<file path="config.mk">
export PLATFORM = sky130hd
export DESIGN_NAME = ps2_mouse_init
export DESIGN_NICKNAME = d
export VERILOG_FILES = /design/src/rtl/ps2_mouse_init.sv
export SDC_FILE = /design/constraint.sdc
export NUM_CORES = 1
export LEC_CHECK = 0
export ABC_CLOCK_PERIOD_IN_PS = 5500
export CORE_MARGIN = 5
export CORE_UTILIZATION = 55
export DETAILED_ROUTE_END_ITERATION = 16
export PLACE_DENSITY = 0.78
export SLEW_MARGIN = 40
export SYNTH_ARGS = -nofsm -noshare
export SYNTH_HDL_FRONTEND = slang
export SYNTH_SLANG_ARGS = --single-unit
</file>
<file path="constraint.sdc">
create_clock -name clk_sys -period 5.5 [get_ports clk_sys]
set_input_delay 1.1 -clock clk_sys [delete_from_list [all_inputs] [get_ports clk_sys]]
set_output_delay 1.1 -clock clk_sys [all_outputs]
set_load 0.02 [all_outputs]
</file>
<file path="src/rtl/ps2_mouse_init.sv">
// ps2_mouse_init: host-side PS/2 mouse bring-up sequencer.
// Sends FF (reset), checks FA/AA/00, sends F4 (enable streaming) and checks FA.
// After that, good receive bytes are forwarded to the packet decoder.
// A bad byte, a receive error or a timeout restarts the sequence, up to
// MAX_RETRY times; after that the block parks in S_ERROR.
// Optional macro PS2_SET_RATE_EN adds F3 / 64 (100 samples/s) between the
// ID check and the enable command. Each of these has its own TX wait and FA check.
module ps2_mouse_init #(
  parameter logic [25:0] TIMEOUT_CYC = 26'd50_000_000,
  parameter logic [1:0]  MAX_RETRY   = 2'd3
) (
  input  logic       clk_sys,
  input  logic       rst_n,
  input  logic       start,
  output logic       tx_wr_en,
  output logic [7:0] tx_wr_data,
  input  logic       tx_wr_done,
  input  logic       rx_vld,
  input  logic [7:0] rx_data,
  input  logic       rx_err,
  output logic       init_done,
  output logic       init_err,
  output logic       stream_vld,
  output logic [7:0] stream_data,
  output logic [1:0] retry_cnt
);

  typedef enum logic [4:0] {
    S_IDLE, S_SEND_RST, S_TXW_RST, S_ACK_RST, S_BAT, S_ID,
`ifdef PS2_SET_RATE_EN
    S_SEND_SR, S_TXW_SR, S_ACK_SR, S_SEND_RT, S_TXW_RT, S_ACK_RT,
`endif
    S_SEND_EN, S_TXW_EN, S_ACK_EN, S_DONE, S_ERROR
  } state_t;

  state_t      state_q, state_d, ok_state;
  logic [25:0] tmo_q;
  logic [1:0]  retry_q, retry_d;
  logic        done_q, done_d, err_q, err_d;
  logic        svld_q, svld_d;
  logic [7:0]  sdata_q, sdata_d;
  logic        txen_q, send_d;
  logic [7:0]  txdata_q, cmd_d;
  logic        txw, rxc, tmo_hit, fail;
  logic [7:0]  exp_byte;

  // Next-state logic. Each wait state names the event it waits for and the
  // state it moves to on success. Failure handling is shared by all wait states.
  always_comb begin
    state_d  = state_q;
    retry_d  = retry_q;
    done_d   = done_q;
    err_d    = err_q;
    svld_d   = 1'b0;
    sdata_d  = sdata_q;
    txw      = 1'b0;
    rxc      = 1'b0;
    fail     = 1'b0;
    exp_byte = 8'h00;
    ok_state = state_q;
    case (state_q)
      S_IDLE:     state_d = S_SEND_RST;
      S_SEND_RST: state_d = S_TXW_RST;
      S_TXW_RST:  begin txw = 1'b1; ok_state = S_ACK_RST; end
      S_ACK_RST:  begin rxc = 1'b1; exp_byte = 8'hFA; ok_state = S_BAT; end
      S_BAT:      begin rxc = 1'b1; exp_byte = 8'hAA; ok_state = S_ID; end
`ifdef PS2_SET_RATE_EN
      S_ID:       begin rxc = 1'b1; exp_byte = 8'h00; ok_state = S_SEND_SR; end
      S_SEND_SR:  state_d = S_TXW_SR;
      S_TXW_SR:   begin txw = 1'b1; ok_state = S_ACK_SR; end
      S_ACK_SR:   begin rxc = 1'b1; exp_byte = 8'hFA; ok_state = S_SEND_RT; end
      S_SEND_RT:  state_d = S_TXW_RT;
      S_TXW_RT:   begin txw = 1'b1; ok_state = S_ACK_RT; end
      S_ACK_RT:   begin rxc = 1'b1; exp_byte = 8'hFA; ok_state = S_SEND_EN; end
`else
      S_ID:       begin rxc = 1'b1; exp_byte = 8'h00; ok_state = S_SEND_EN; end
`endif
      S_SEND_EN:  state_d = S_TXW_EN;
      S_TXW_EN:   begin txw = 1'b1; ok_state = S_ACK_EN; end
      S_ACK_EN:   begin rxc = 1'b1; exp_byte = 8'hFA; ok_state = S_DONE; end
      S_DONE: begin
        // A byte that arrives with start is dropped; the stream is being torn down.
        if (start) begin
          state_d = S_SEND_RST;
          done_d  = 1'b0;
          retry_d = 2'd0;
        end else if (rx_vld && !rx_err) begin
          svld_d  = 1'b1;
          sdata_d = rx_data;
        end
      end
      S_ERROR: begin
        if (start) begin
          state_d = S_SEND_RST;
          err_d   = 1'b0;
          retry_d = 2'd0;
        end
      end
      default: state_d = S_IDLE;
    endcase

    // A timeout counts only when no qualifying event arrives in the same cycle.
    tmo_hit = (txw || rxc) && (tmo_q == TIMEOUT_CYC - 26'd1);
    if (txw) begin
      if (tx_wr_done)   state_d = ok_state;
      else if (tmo_hit) fail = 1'b1;
    end
    if (rxc) begin
      if (rx_vld) begin
        if (!rx_err && rx_data == exp_byte) state_d = ok_state;
        else                                fail = 1'b1;
      end else if (tmo_hit) begin
        fail = 1'b1;
      end
    end

    if (fail) begin
      if (retry_q < MAX_RETRY) begin
        retry_d = retry_q + 2'd1;
        state_d = S_SEND_RST;
      end else begin
        state_d = S_ERROR;
        err_d   = 1'b1;
      end
    end

    if (state_d == S_DONE && state_q != S_DONE) done_d = 1'b1;

    // The write strobe is registered so that it is high exactly while in S_SEND_*.
    send_d = 1'b1;
    cmd_d  = txdata_q;
    case (state_d)
      S_SEND_RST: cmd_d = 8'hFF;
`ifdef PS2_SET_RATE_EN
      S_SEND_SR:  cmd_d = 8'hF3;
      S_SEND_RT:  cmd_d = 8'h64;
`endif
      S_SEND_EN:  cmd_d = 8'hF4;
      default:    send_d = 1'b0;
    endcase
  end

  // State, timeout counter and registered outputs.
  always_ff @(posedge clk_sys or negedge rst_n) begin
    if (!rst_n) begin
      state_q  <= S_IDLE;
      tmo_q    <= '0;
      retry_q  <= 2'd0;
      done_q   <= 1'b0;
      err_q    <= 1'b0;
      svld_q   <= 1'b0;
      sdata_q  <= 8'h00;
      txen_q   <= 1'b0;
      txdata_q <= 8'h00;
    end else begin
      state_q  <= state_d;
      retry_q  <= retry_d;
      done_q   <= done_d;
      err_q    <= err_d;
      svld_q   <= svld_d;
      sdata_q  <= sdata_d;
      txen_q   <= send_d;
      txdata_q <= cmd_d;
      if (state_d != state_q) tmo_q <= '0;
      else if (txw || rxc)    tmo_q <= tmo_q + 26'd1;
    end
  end

  assign tx_wr_en    = txen_q;
  assign tx_wr_data  = txdata_q;
  assign init_done   = done_q;
  assign init_err    = err_q;
  assign stream_vld  = svld_q;
  assign stream_data = sdata_q;
  assign retry_cnt   = retry_q;

endmodule
</file>
== After elaboration in Yosys (flattened, before gate mapping) ==
Index checks and enable logic that the tools add are counted.

* Input port bits: 14
* Output and inout bits: 22
* Bits in registers: 53

* Add/subtract/negate cells: 2
* Magnitude comparators: 1
* Equality and inequality tests: 17
* Reductions and logical operators: 19
* Bitwise operators: 1
* Mux-type cells: 38

{| class="wikitable"
|+ Operator list
! operator !! number
|-
| 26-bit 2-to-1 mux || 2
|-
| 5-bit 2-to-1 mux || 7
|-
| 8-bit case mux with 2 select lines || 2
|-
| 5-bit case mux with 6 select lines || 1
|-
| 26-bit by 1-bit adder with 26-bit output (second input constant) || 1
|-
| 26-bit equality test (second input constant) || 1
|-
| 5-bit by 3-bit equality test with 1-bit output (second input constant) || 5
|-
| 5-bit case mux with 5 select lines || 1
|-
| 5-bit by 4-bit equality test with 1-bit output (second input constant) || 4
|-
| 1-bit 2-to-1 mux || 20
|-
| 5-bit by 1-bit equality test with 1-bit output (second input constant) || 2
|-
| 5-bit by 2-bit equality test with 1-bit output (second input constant) || 2
|-
| 8-bit equality test || 1
|-
| 2-bit 2-to-1 mux || 4
|-
| 2-bit nonzero test || 4
|-
| 2-bit OR reduction || 4
|-
| 6-bit OR reduction || 1
|-
| 5-bit logical NOT || 1
|-
| 5-bit by 4-bit != test with 1-bit output (second input constant) || 1
|-
| 5-bit != test || 1
|-
| 1-bit logical AND || 4
|-
| 4-bit 2-to-1 mux || 1
|-
| 4-bit OR reduction || 1
|-
| 3-bit AND reduction || 1
|-
| other kinds (6) || 6
|}

== Depth between registers and ports, before layout ==
Gate-level depths: netlist of the first run.

* Depth after elaboration: 16
* Gate-level depth with buffers: 11
* Mapped depth without buffers: 8

== Least setup slack after synthesis of the first run ==
No wires, ideal clock.

* Kind: input port to flip-flop
* Start: input rx_data[0]
* End: register tmo_q[10]
* Stages: 9
* Required time: 5.377 ns
* Setup slack: 2.030 ns
* Arrival time: 3.348 ns
* Setup time: 0.123 ns
* Buffers on the path: 1
* Cells stage by stage: or4b_1 or3_4 mux2i_4 a21oi_1 o22ai_4 mux2_4 xor2_4 buf_6 nor3_2

* Cells in the longest elaborated chain, start to end: 8

{| class="wikitable"
|+ RTL lines
! item !! line !! RTL
|-
| start: declaration || 19 || <nowiki>input logic [7:0] rx_data,</nowiki>
|-
| 8-bit equality test (*) || 110 || <nowiki>if (!rx_err && rx_data == exp_byte) state_d = ok_state;</nowiki>
|-
| 1-bit logical AND (*) || 110 ||
|-
| 5-bit 2-to-1 mux or 1-bit 2-to-1 mux (tied branches) || 110 ||
|-
| 5-bit 2-to-1 mux or 1-bit 2-to-1 mux (tied branches) || 109 || <nowiki>if (rx_vld) begin</nowiki>
|-
| 5-bit 2-to-1 mux or 1-bit 2-to-1 mux (tied branches) || 108 || <nowiki>if (rxc) begin</nowiki>
|-
| 5-bit 2-to-1 mux (*) || 117 || <nowiki>if (fail) begin</nowiki>
|-
| net state_d[3] || 36 || <nowiki>state_t state_q, state_d, ok_state;</nowiki>
|-
| 5-bit != test (*) || 164 || <nowiki>if (state_d != state_q) tmo_q <= '0;</nowiki>
|-
| 26-bit 2-to-1 mux or 2-bit nonzero test (tied branches) || - ||
|-
| end signal: assignment || 165 || <nowiki>else if (txw || rxc) tmo_q <= tmo_q + 26'd1;</nowiki>
|-
| end: declaration || 37 || <nowiki>logic [25:0] tmo_q;</nowiki>
|}

The timed path passes the listed nets; every way through them passes the cells marked *.
A chain may end at the register's enable or synchronous reset.

== Final worst setup path of the first run ==
* Start: input rx_vld
* End: register tmo_q[1]

* Cells in the longest elaborated chain, start to end: 5

{| class="wikitable"
|+ RTL lines
! item !! line !! RTL
|-
| start: declaration || 18 || <nowiki>input logic rx_vld,</nowiki>
|-
| 5-bit 2-to-1 mux or 1-bit 2-to-1 mux (tied branches) || 109 ||
|-
| 5-bit 2-to-1 mux or 1-bit 2-to-1 mux (tied branches) || 108 ||
|-
| 5-bit 2-to-1 mux (*) || 117 ||
|-
| 5-bit != test (*) || 164 ||
|-
| 26-bit 2-to-1 mux or 2-bit nonzero test (tied branches) || - ||
|}

Mark *: on every way between the ends. The rest lies on a longest branch, timed or not.

==> impl_metrics.json, run 1 <==
{
  "diodes": 0,
  "cts_resized": 0,
  "wl_mm": 6.65,
  "p_per_area_mw_per_mm2": 190,
  "status": "completed",
  "dr.pass1.iters": 4,
  "cts_tree": "yes",
  "drtIter0Drc": 162,
  "clock_latency_ns": 0.30,
  "dpl.hpwl_mm": 4.68,
  "antenna_left": 0,
  "initial_core_util_pct": 57.1,
  "cts_setup_buffers": 0,
  "gr-total-overflow": 0,
  "seqCellArea_mm2": 0.00118,
  "grt_pass1_wl_mm": 11.5,
  "synth_cell_types": 68,
  "die_area_mm2": 0.00737,
  "arrival_ns": 4.08,
  "rsz0062_at_grt": "false",
  "hp-class": "reg -> reg",
  "worst_pin_slew_ns": 0.765,
  "ys_seq_elements": 47,
  "synth_warnings": 0,
  "place_congestion": 0.886,
  "p_leak_nw": 1.44,
  "synth-edff-count": 0,
  "fmax_ghz": 0.255,
  "wl_per_cell_um": 16.1,
  "cts_root_buffer": "clkbuf_8",
  "ys_top_cells_by_area": "dfrtp_1 (37%), nor3_2 (6.3%), xnor2_1 (3.9%)",
  "synthCells": 319,
  "clock_tree.buffer_depth": 2,
  "synthArstFlopShare_pct": 100,
  "drcViolationCount": 0,
  "power.switching_mw": 0.167,
  "multi_input_area_mm2": 0.00183,
  "synth_flop_cell": "dfrtp_1",
  "fp.dieH_um": 85.9,
  "drive_gt1_share_pct": 18.7,
  "final_util_pct": 64.9,
  "pwr-share-seq_pct": 52.4,
  "cts_sinks": 47,
  "fp.dieW_um": 85.9,
  "netlist.area_leader.share_pct": 37.2,
  "hold_buffers": 0,
  "clockPowerShare_pct": 36.8,
  "rows": 27,
  "syn_area_per_cell_um2": 9.92,
  "grt_max_degree": 48,
  "grtUsageTotal_pct": 19.3,
  "cp-start-kind": "primary input",
  "coreArea_mm2": 0.00554,
  "period_minus_slack_ns": 3.92,
  "synth_fp_nets": 335,
  "hold_viol_final": 0,
  "power.internal_mw": 0.515,
  "power_frac_comb_pct": 10.7,
  "ys_seq_area_share_pct": 37.2,
  "io_buffer_count": 35,
  "netlist_area_mm2": 0.00316,
  "end_kind": "flop",
  "finalMaxSlewViolations": 0,
  "path_clk_slew_ns": 0.09,
  "relSlewSlack_pct": 49.0,
  "cts_buffers": 5,
  "cp.required_ns": 5.67,
  "synth_top_area_cell": "dfrtp_1",
  "area_delta_synth_final_pct": 13.6,
  "drv_cap": 0,
  "critPathMaxFanout": 26,
  "fin_tns_setup_ns": 0,
  "p_sw_share_pct": 24.5,
  "skew_ns": 0.0102,
  "fin_nets": 357,
  "vdd_drop_max_mv": 0.154,
  "fillers": 466,
  "ios": 36,
  "grt_pass1_vias": 2437,
  "vias_per_cell": 5.89,
  "fin_crit_sh_pct": 71.2,
  "path_class": "in -> reg",
  "cts_htree_levels": 2,
  "vias": 2437,
  "setup_viol": 0,
  "antenna_found_initial": 0
}
[power by group through the flow]
| stage | Combinational [mW] | Sequential (mW) | Clock, mW |
|---|---|---|---|
| global placement | 0.0722 | 0.364 | 0 |
| floorplan | 0.0460 | 0.361 | 0 |
| finish | 0.0734 | 0.358 | 0.252 |
| global route | 0.0806 | 0.359 | 0.275 |
| CTS | 0.0739 | 0.358 | 0.260 |
| detailed placement | 0.0736 | 0.365 | 0 |
[layout make-up]
cell class	instances	share of cell area, %
multi-input combinational	244	50.9
timing repair buffer	37	10.1
clock inverter	3	1.22
inverter	6	0.627
tap	72	2.51
sequential	47	32.7
clock buffer	5	1.92
[sequential cells by signal (all words and copies together), names as in the netlist]
name	flops
tx_wr_en	1
stream_vld	1
stream_data	8
retry_cnt	2
tx_wr_data	2
init_err	1
init_done	1
tmo_q	26
state_q	5
[layer usage]
layer / track usage [%] / part of all wire (%) / vias up
met5: 0 / 0 / -
met1: 26.1 / 47 / 1188
met3: 3.84 / 3.8 / 9
met2: 31.1 / 48 / 48
met4: 6.19 / 1.4 / 0
li1: - / - / 1192
[cell usage in the layout (no fill, tap or decap), drive strengths merged, types with 2 or more instances in the layout]
cell / netlist / layout
inv: 6 / 6
or3b: 2 / 2
or3: 4 / 4
a31oi: 4 / 4
nand2: 28 / 28
clkdlybuf4s50: 0 / 34
mux2: 11 / 11
clkbuf: 4 / 5
nand2b: 5 / 5
ha: 2 / 2
o21ai: 10 / 10
nor4: 2 / 2
xor2: 14 / 14
nor4b: 2 / 2
or4b: 4 / 4
nor3: 34 / 34
a21oi: 9 / 9
mux2i: 6 / 6
and2: 7 / 7
xnor2: 14 / 14
a21o: 5 / 5
nand3b: 4 / 4
nand3: 12 / 12
buf: 18 / 3
or4: 2 / 2
nand4: 8 / 8
nor2: 17 / 17
o2111ai: 2 / 2
and3: 13 / 13
and4: 2 / 2
clkinv: 0 / 2
dfrtp: 47 / 47
[cell families after synthesis]
group                      Yosys count  synth area share (%)
and+or+nand+nor                    150                  30.1
DFF                                 47                  37.2
AOI/OAI and AO/OA                   46                  11.7
xor gates and xnor gates            28                  8.34
buffers and inverters               28                  5.02
muxes                               17                  6.72
adders and majority gates            2                 0.791
other                                1                 0.119
[path summary, 6_finish.rpt]
check,start,endpoint,slack (ns),cells after the start
max,rx_vld,tmo_q[1]$_DFFE_PN0P_,1.58,10
min,init_err$_DFF_PN0_,init_err$_DFF_PN0_,0.50,1
max reg2reg,state_q[1]$_DFF_PN0_,tmo_q[23]$_DFFE_PN0P_,2.07,9
min reg2reg,init_err$_DFF_PN0_,init_err$_DFF_PN0_,0.50,1
max in group asynchronous,rst_n,retry_cnt[0]$_DFF_PN0_,4.30,1
min in group asynchronous,rst_n,tmo_q[9]$_DFFE_PN0P_,0.80,1
[worst max-delay path, stage by stage]
cell	delay (ns)
clkdlybuf4s50_1	0.52
or4b_1	0.48
or3_4	0.35
mux2i_4	0.24
a21oi_2	0.14
o2111ai_1	0.36
a21oi_1	0.17
o211ai_4	0.21
buf_4	0.38
nor3_1	0.11
[cell usage after synthesis, types with 6 or more instances]
cell	instances
xnor2_1	14
buf_2	7
and3_1	13
a21oi_1	8
nand3_1	11
nor3_1	14
inv_1	6
dfrtp_1	47
nor3_2	20
xor2_1	13
nor2_1	17
and2_1	7
buf_4	8
nand2_1	28
o21ai_0	7
nand4_1	8
mux2_2	10
[metrics by stage]
stage	power (mW)	cell area [µm²]	hold slack (ns)	setup WS [ns]	std cells
floorplan	0.407	3160	0.524	2.03	319
finish	0.683	3590	0.499	1.58	414
global placement	0.436	3480	0.476	1.38	406
CTS	0.691	3590	0.499	1.61	414
global route	0.714	3590	0.514	1.39	414
detailed placement	0.438	3480	0.479	1.30	406
Power figures use the tool's default switching activity.
==> run 2, diff against run 1 <==
--- a/config.mk
+++ b/config.mk
@@ -5,11 +5,11 @@
 export SDC_FILE = /design/constraint.sdc
 export NUM_CORES = 1
 export LEC_CHECK = 0
-export ABC_CLOCK_PERIOD_IN_PS = 5500
+export ABC_CLOCK_PERIOD_IN_PS = 3250
 export CORE_MARGIN = 5
-export CORE_UTILIZATION = 55
+export CORE_UTILIZATION = 51
 export DETAILED_ROUTE_END_ITERATION = 16
-export PLACE_DENSITY = 0.78
+export PLACE_DENSITY = 0.76
 export SLEW_MARGIN = 40
 export SYNTH_ARGS = -nofsm -noshare
 export SYNTH_HDL_FRONTEND = slang
==> constraint.sdc (replaced) <==
create_clock -name clk_sys -period 3.25 [get_ports clk_sys]
set_input_delay 0.65 -clock clk_sys [delete_from_list [all_inputs] [get_ports clk_sys]]
set_output_delay 0.65 -clock clk_sys [all_outputs]
set_load 0.02 [all_outputs]
==> impl_metrics.json, run 2 (synthesized netlist as in run 1, its figures left out) <==
{
  "antenna_found_initial": 0,
  "fin_area_mm2": 0.00413,
  "max_flop_register": "tmo_q",
  "layout_commonest_cell": "dfrtp_1",
  "fin_crit_sh_pct": 96.5,
  "hold_buffers": 0,
  "drive_gt1_share_pct": 31.3,
  "vdd_drop_max_mv": 0.167,
  "period_minus_slack_ns": 3.14,
  "end_kind": "flop",
  "initial_core_util_pct": 52.8,
  "dpl.hpwl_mm": 5.53,
  "place_congestion": 0.904,
  "drtIter0Drc": 172,
  "wl_per_cell_um": 17.3,
  "p_leak_nw": 1.73,
  "path_clk_slew_ns": 0.10,
  "cts_sinks": 47,
  "critPathMaxFanout": 6,
  "clock_latency_ns": 0.31,
  "fin_nets": 402,
  "io_buffer_count": 35,
  "clock_tree.buffer_depth": 2,
  "status": "completed",
  "vias_per_cell": 5.77,
  "die_area_mm2": 0.00788,
  "antenna_left": 0,
  "cp.required_ns": 3.45,
  "grt_pass1_wl_mm": 12.4,
  "fp.dieW_um": 88.8,
  "coreArea_mm2": 0.00599,
  "p_per_area_mw_per_mm2": 282,
  "worst_pin_slew_ns": 0.602,
  "finalMaxSlewViolations": 0,
  "crit_chain": "clkdlybuf4s50_1 > or4_1 > a31oi_1 > o21bai_1 > nand3_2 > buf_6 > o21ai_4 > a21oi_2 > o211ai_4 > clkbuf_16 > nor3_4",
  "final_cells": 462,
  "rows": 28,
  "relSlewSlack_pct": 59.9,
  "path_class": "in -> reg",
  "hold_viol_final": 0,
  "dp_cells": 449,
  "area_delta_synth_final_pct": 30.6,
  "grt_max_degree": 48,
  "cts_root_buffer": "clkbuf_8",
  "fmax_ghz": 0.319,
  "setup_viol": 0,
  "drv_cap": 0,
  "arrival_ns": 3.33,
  "largest_register_ffs": 26,
  "gr-total-overflow": 0,
  "path_buf_inv": 3,
  "fillers": 441,
  "cts_buffers": 5,
  "ios": 36,
  "path_delay_family": "compound AO/OA/AOI/OAI gates",
  "slowest_delay_ns": 0.54,
  "critical_path.slowest_cell": "or4_1",
  "diodes": 0,
  "cp-start-kind": "primary input",
  "wl_mm": 7.99,
  "vias": 2667,
  "hp-class": "in -> async",
  "final_cell_mix": "dfrtp_1 (47), buf_4 (40), clkdlybuf4s50_1 (30)",
  "seqCellArea_mm2": 0.00118,
  "placed_area_mm2": 0.00382,
  "cts_htree_levels": 2,
  "grtUsageTotal_pct": 20.2,
  "cts_tree": "yes",
  "dr.pass1.iters": 4,
  "fin_tns_setup_ns": 0,
  "fp.dieH_um": 88.8,
  "drcViolationCount": 0,
  "skew_ns": 0.00821,
  "multi_input_area_mm2": 0.00194,
  "grt_pass1_vias": 2550
}
-- run 2: cell types whose count changed in the layout (fill, tap and decap cells not counted), moves of 2 or more --
cell | previous run | this run
buf_4 | 3 | 40
clkdlybuf4s50_1 | 34 | 30
dlymetal6s2s_1 | 0 | 4
nor3_1 | 14 | 10
nor3_4 | 0 | 4
buf_6 | 0 | 3
a21oi_1 | 8 | 6
buf_12 | 0 | 2
clkbuf_16 | 0 | 2
-- run 2: repair_timing --
item / CTS / global route
pin swaps: 1 / 11
cloned: 0 / 3
setup buffers: 1 / 1
gates resized for setup: 2 / 24
setup endpoints to repair: 27 / 27
-- run 2: power breakdown --
part           internal [mW]  leakage (nW)  switching (mW)  total [mW]
sequential             0.591         0.639         0.00626       0.597
clock                  0.160        0.0467           0.225       0.385
combinational         0.0849          1.05          0.0996       0.184
-- run 2: metal layers --
metal	track usage [%]	share of wire, %	wire (µm)	up-vias
met5	0	0	0	-
met4	7.01	1.7	136	0
met3	4.00	4.7	372	13
met2	32.3	49	3910	65
met1	27.4	45	3570	1312
li1	-	-	-	1277
-- run 2: worst paths after layout --
kind                                      start                         end  slack (ns)  cells past startpoint
setup reg to reg           state_q[0]$_DFF_PN0_        tmo_q[0]$_DFFE_PN0P_        0.13                     11
min in group clk_sys         init_err$_DFF_PN0_          init_err$_DFF_PN0_        0.49                      1
hold reg to reg              init_err$_DFF_PN0_          init_err$_DFF_PN0_        0.49                      1
setup / recovery                     rx_data[1]        tmo_q[0]$_DFFE_PN0P_        0.11                     11
hold / removal                            rst_n  stream_data[3]$_DFFE_PN0P_        0.33                      1
max in group asynchronous                 rst_n        tmo_q[2]$_DFFE_PN0P_        2.50                      1
-- run 2: per-stage QoR --
step	power, mW	util, %	setup slack [ns]	hold WS, ns
finish	1.17	69.0	0.114	0.328
global route	1.21	69.0	-0.0225	0.376
CTS	1.15	65.8	0.0227	0.352
detailed placement	0.764	63.7	-0.532	0.468
global placement	0.760	63.2	-0.651	0.461
floorplan	0.689	-	0.230	0.354
-- run 2: area by class of cell --
type | count | area share [%]
clock buffer | 5 | 1.67
timing repair buffer | 82 | 19.4
sequential | 47 | 28.5
inverter | 6 | 0.545
tap | 75 | 2.27
clock inverter | 3 | 0.666
multi-input combinational | 244 | 47.0
==> run 3, diff against run 2 <==
--- a/config.mk
+++ b/config.mk
@@ -8,6 +8,7 @@
 export ABC_CLOCK_PERIOD_IN_PS = 3250
 export CORE_MARGIN = 5
 export CORE_UTILIZATION = 51
+export CTS_CLUSTER_DIAMETER = 50
 export DETAILED_ROUTE_END_ITERATION = 16
 export PLACE_DENSITY = 0.76
 export SLEW_MARGIN = 40
==> results of run 3 <==
The final DEF is identical to that of run 2; final timing and power are the same.
==> RTL edit, RTL diff (flow settings as in run 2) <==
Register the output `stream_data` once more, cleared by the reset; this adds one clock of latency there. The other outputs are not delayed to match.
--- a/src/rtl/ps2_mouse_init.sv
+++ b/src/rtl/ps2_mouse_init.sv
@@ -171,7 +171,13 @@
   assign init_done   = done_q;
   assign init_err    = err_q;
   assign stream_vld  = svld_q;
-  assign stream_data = sdata_q;
+  always_ff @(posedge clk_sys or negedge rst_n) begin
+    if (!rst_n) begin
+      stream_data <= '0;
+    end else begin
+      stream_data <= sdata_q;
+    end
+  end
   assign retry_cnt   = retry_q;
 
 endmodule
Function: no difference found for any inputs over 10 cycles, from zero or initial values and one cycle with rst_n low; that may be too few to reach the edited logic, so the function may still have changed.
==> RTL edit against run 2 <==
- routed wire length down 3.3%
- sequential cell count is 8 higher
- synthesized cell count up 1.6%
- maximum frequency decreased by 0.73%
- area after synthesis grew 5.9%
- first-iteration DRC count up 63%
- setup slack got worse by 0.023 ns
- critical endpoint is now tmo_q[13]
- critical path depth is the same
- cell area rose by 2.6%
- largest cell class unchanged
Power is not compared: it rests on default switching activity, and its combinational part moved more than twofold at a synthesized area within 25%.
==> RTL edit: results (changes against run 2) <==
Run status
• result of the run: completed, unchanged

Place
• number of input and output port buffers inserted: 35, unchanged
• final weighted congestion of routability-driven global placement: 0.8813, was 0.9042
• Final HPWL DP: 5.168 mm, was 5.533 mm
• minimum setup slack after placement: -0.4276 ns, was -0.5320 ns
• number of placed instances with taps included: 436, was 449

STA
• headroom to the max-slew limit: 62.56%, was 59.89%
• Fin Clk Skew: 0.01176 ns, was 0.008208 ns
• Hold Fails Final Rpt: 0, unchanged

Synthesis
• async set-reset flop share out of synthesis: 100.0%, unchanged
• main area contributors after synthesis: dfrtp_1 (41%), nor4_2 (8.6%), xor2_1 (3.7%), was dfrtp_1 (37%), nor3_2 (6.3%), xnor2_1 (3.9%)
• number of warnings printed during yosys synthesis: 0, unchanged
• mean instance size in the synthesized netlist: 10.34 um2, was 9.919 um2
• commonest cells in the synthesized netlist: dfrtp_1 (55), nor2_1 (26), nand2_1 (23), nor4_2 (23), nand3_1 (16), was dfrtp_1 (47), nand2_1 (28), nor3_2 (20)
• number of distinct library cell variants in the gate-level netlist after synthesis: 68, unchanged
• share of synthesized area occupied by flip-flops and latches: 41.09%, was 37.17%
• number of nets produced by synthesis: 340, was 335

Global routing
• number of antenna violations at the first check in global routing: 0, unchanged
• pin count of the biggest net entering global routing: 31, was 48
• global-route wire length before repair: 13.12 mm, was 12.40 mm
• total routing resource utilization after global routing: 18.92%, was 20.22%

Clocking
• maximum root-to-sink buffer count: 2, unchanged
• clock latency reported for the late side of the worst-skew pair: 0.32 ns
• clk root buf: clkbuf_8, unchanged
• number of CTS-inserted buffers: 5, unchanged
• H-Tree Level Count: 2, unchanged
• clock input transition at the sequential cells of the worst setup and hold paths: 0.11 ns

Setup path
• Worst EP arrival: 3.38 ns, was 3.33 ns
• critical-path maximum fanout: 7, was 6
• highest cell delay on the worst timing path: 0.53 ns
• slowest CP cell: or4b_4, was or4_1
• Reg2Reg Depth: 10, was 11

Detailed routing
• count of TritonRoute iterations in the first routing pass: 4, unchanged
• drt wl/cell: 17.08 um, was 17.29 um
• total length of routed wires: 7.721 mm, was 7.986 mm
• initial drt markers: 280, was 172
• routed vias: 2,732, was 2,667

Finish
• post-layout net count: 390, was 402
• registers with the highest flip-flop counts: tmo_q x26, sdata_q x8, stream_data x8
• antenna diode count: 0, unchanged
• final-layout fill cell count: 478, was 441
• layout cells sized above 1: 26.40%, was 31.27%

Power and ir drop
• Leak Pwr: 1.684 nW
• maximum resistive drop on vdd: 0.3960 mV

Hold path
• worst min-delay path class: input port to async pin, unchanged

RTL edit: changes by cell type in the layout (fill, tap and decap cells not counted), sizes merged, moves of 6 or more:
cell,before,now
nor3,34,2
nor4,2,33
buf,46,33
nor2,17,27
dfrtp,47,55
and2,7,1
RTL edit: routing by layer:
layer  routed length [um]  up-vias  share of wire, %  track usage [%]
met5                    0        -                 0                0
met4                  126        0               1.6            5.623
met3                  463       11               6.0            2.727
met2                 3755       90                49            30.59
met1                 3375     1337                44            26.41
li1                     -     1294                 -                -
RTL edit: area by class of cell:
type	instances	area [um2]	area share, %
Sequential cell	55	1378	32.50
Inverter	3	11.26	0.2656
Timing Repair Buffer	68	698.2	16.47
Multi-Input combinational cell	241	1961	46.25
Tap cell	77	96.34	2.273
Clock buffer	5	68.82	1.623
Clock inverter	3	26.28	0.6198
RTL edit: timing repair:
action / 4_1_cts / 5_1_grt
cloned: 3 / 0
endpoints found under the hold margin: 0 / 0
pin swaps: 3 / 3
gates resized for setup: 20 / 7
setup buffers: 4 / 1
endpoints found under the setup margin: 6 / 29
RTL edit: cell families (layout without fill, tap and decap cells):
group,count (synthesis),after routing,share of synthesized area (%)
multiplexers,13,13,4.595
other,1,1,0.1120
flip-flops,55,55,41.09
buffers and inverters,28,79,4.744
AO/OA/AOI/OAI,44,44,10.76
XOR/XNOR,26,26,6.799
adder cells (fa/ha/maj),2,2,0.7470
AND/OR/NAND/NOR,155,155,31.15
RTL edit: report_power, final:
part           leakage [nW]  internal [mW]  switching, mW
clock                0.0495          0.161          0.253
sequential            0.748          0.732         0.0567
combinational         0.886          0.625          0.641
total                  1.68           1.52          0.951
RTL edit: worst paths after layout:
path                            start        endpoint  slack (ns)
max in group asynchronous       rst_n       tmo_q[10]        2.14
max                        rx_data[0]       tmo_q[13]        0.09
min reg2reg                sdata_q[6]  stream_data[6]        0.38
min                             rst_n  stream_data[6]        0.31
max reg2reg                state_q[1]       tmo_q[13]        0.17
min in group clk_sys       sdata_q[6]  stream_data[6]        0.38
RTL edit: critical path: cells and delay by family:
| family | cells | cell delay (ns) |
|---|---|---|
| buf+inv | 3 | 0.54 |
| mux | 1 | 0.19 |
| simple gates | 5 | 1.44 |
| compound gates | 2 | 0.56 |
RTL edit: through the flow:
stage,power [mW],area [um2],TNS (ns)
detailed placement,1.681,3886,-9.134
floorplan,1.402,3349,0
CTS,2.447,4190,0
global route,2.590,4239,-0.02791
global placement,1.664,3886,-6.753
finish,2.469,4239,0
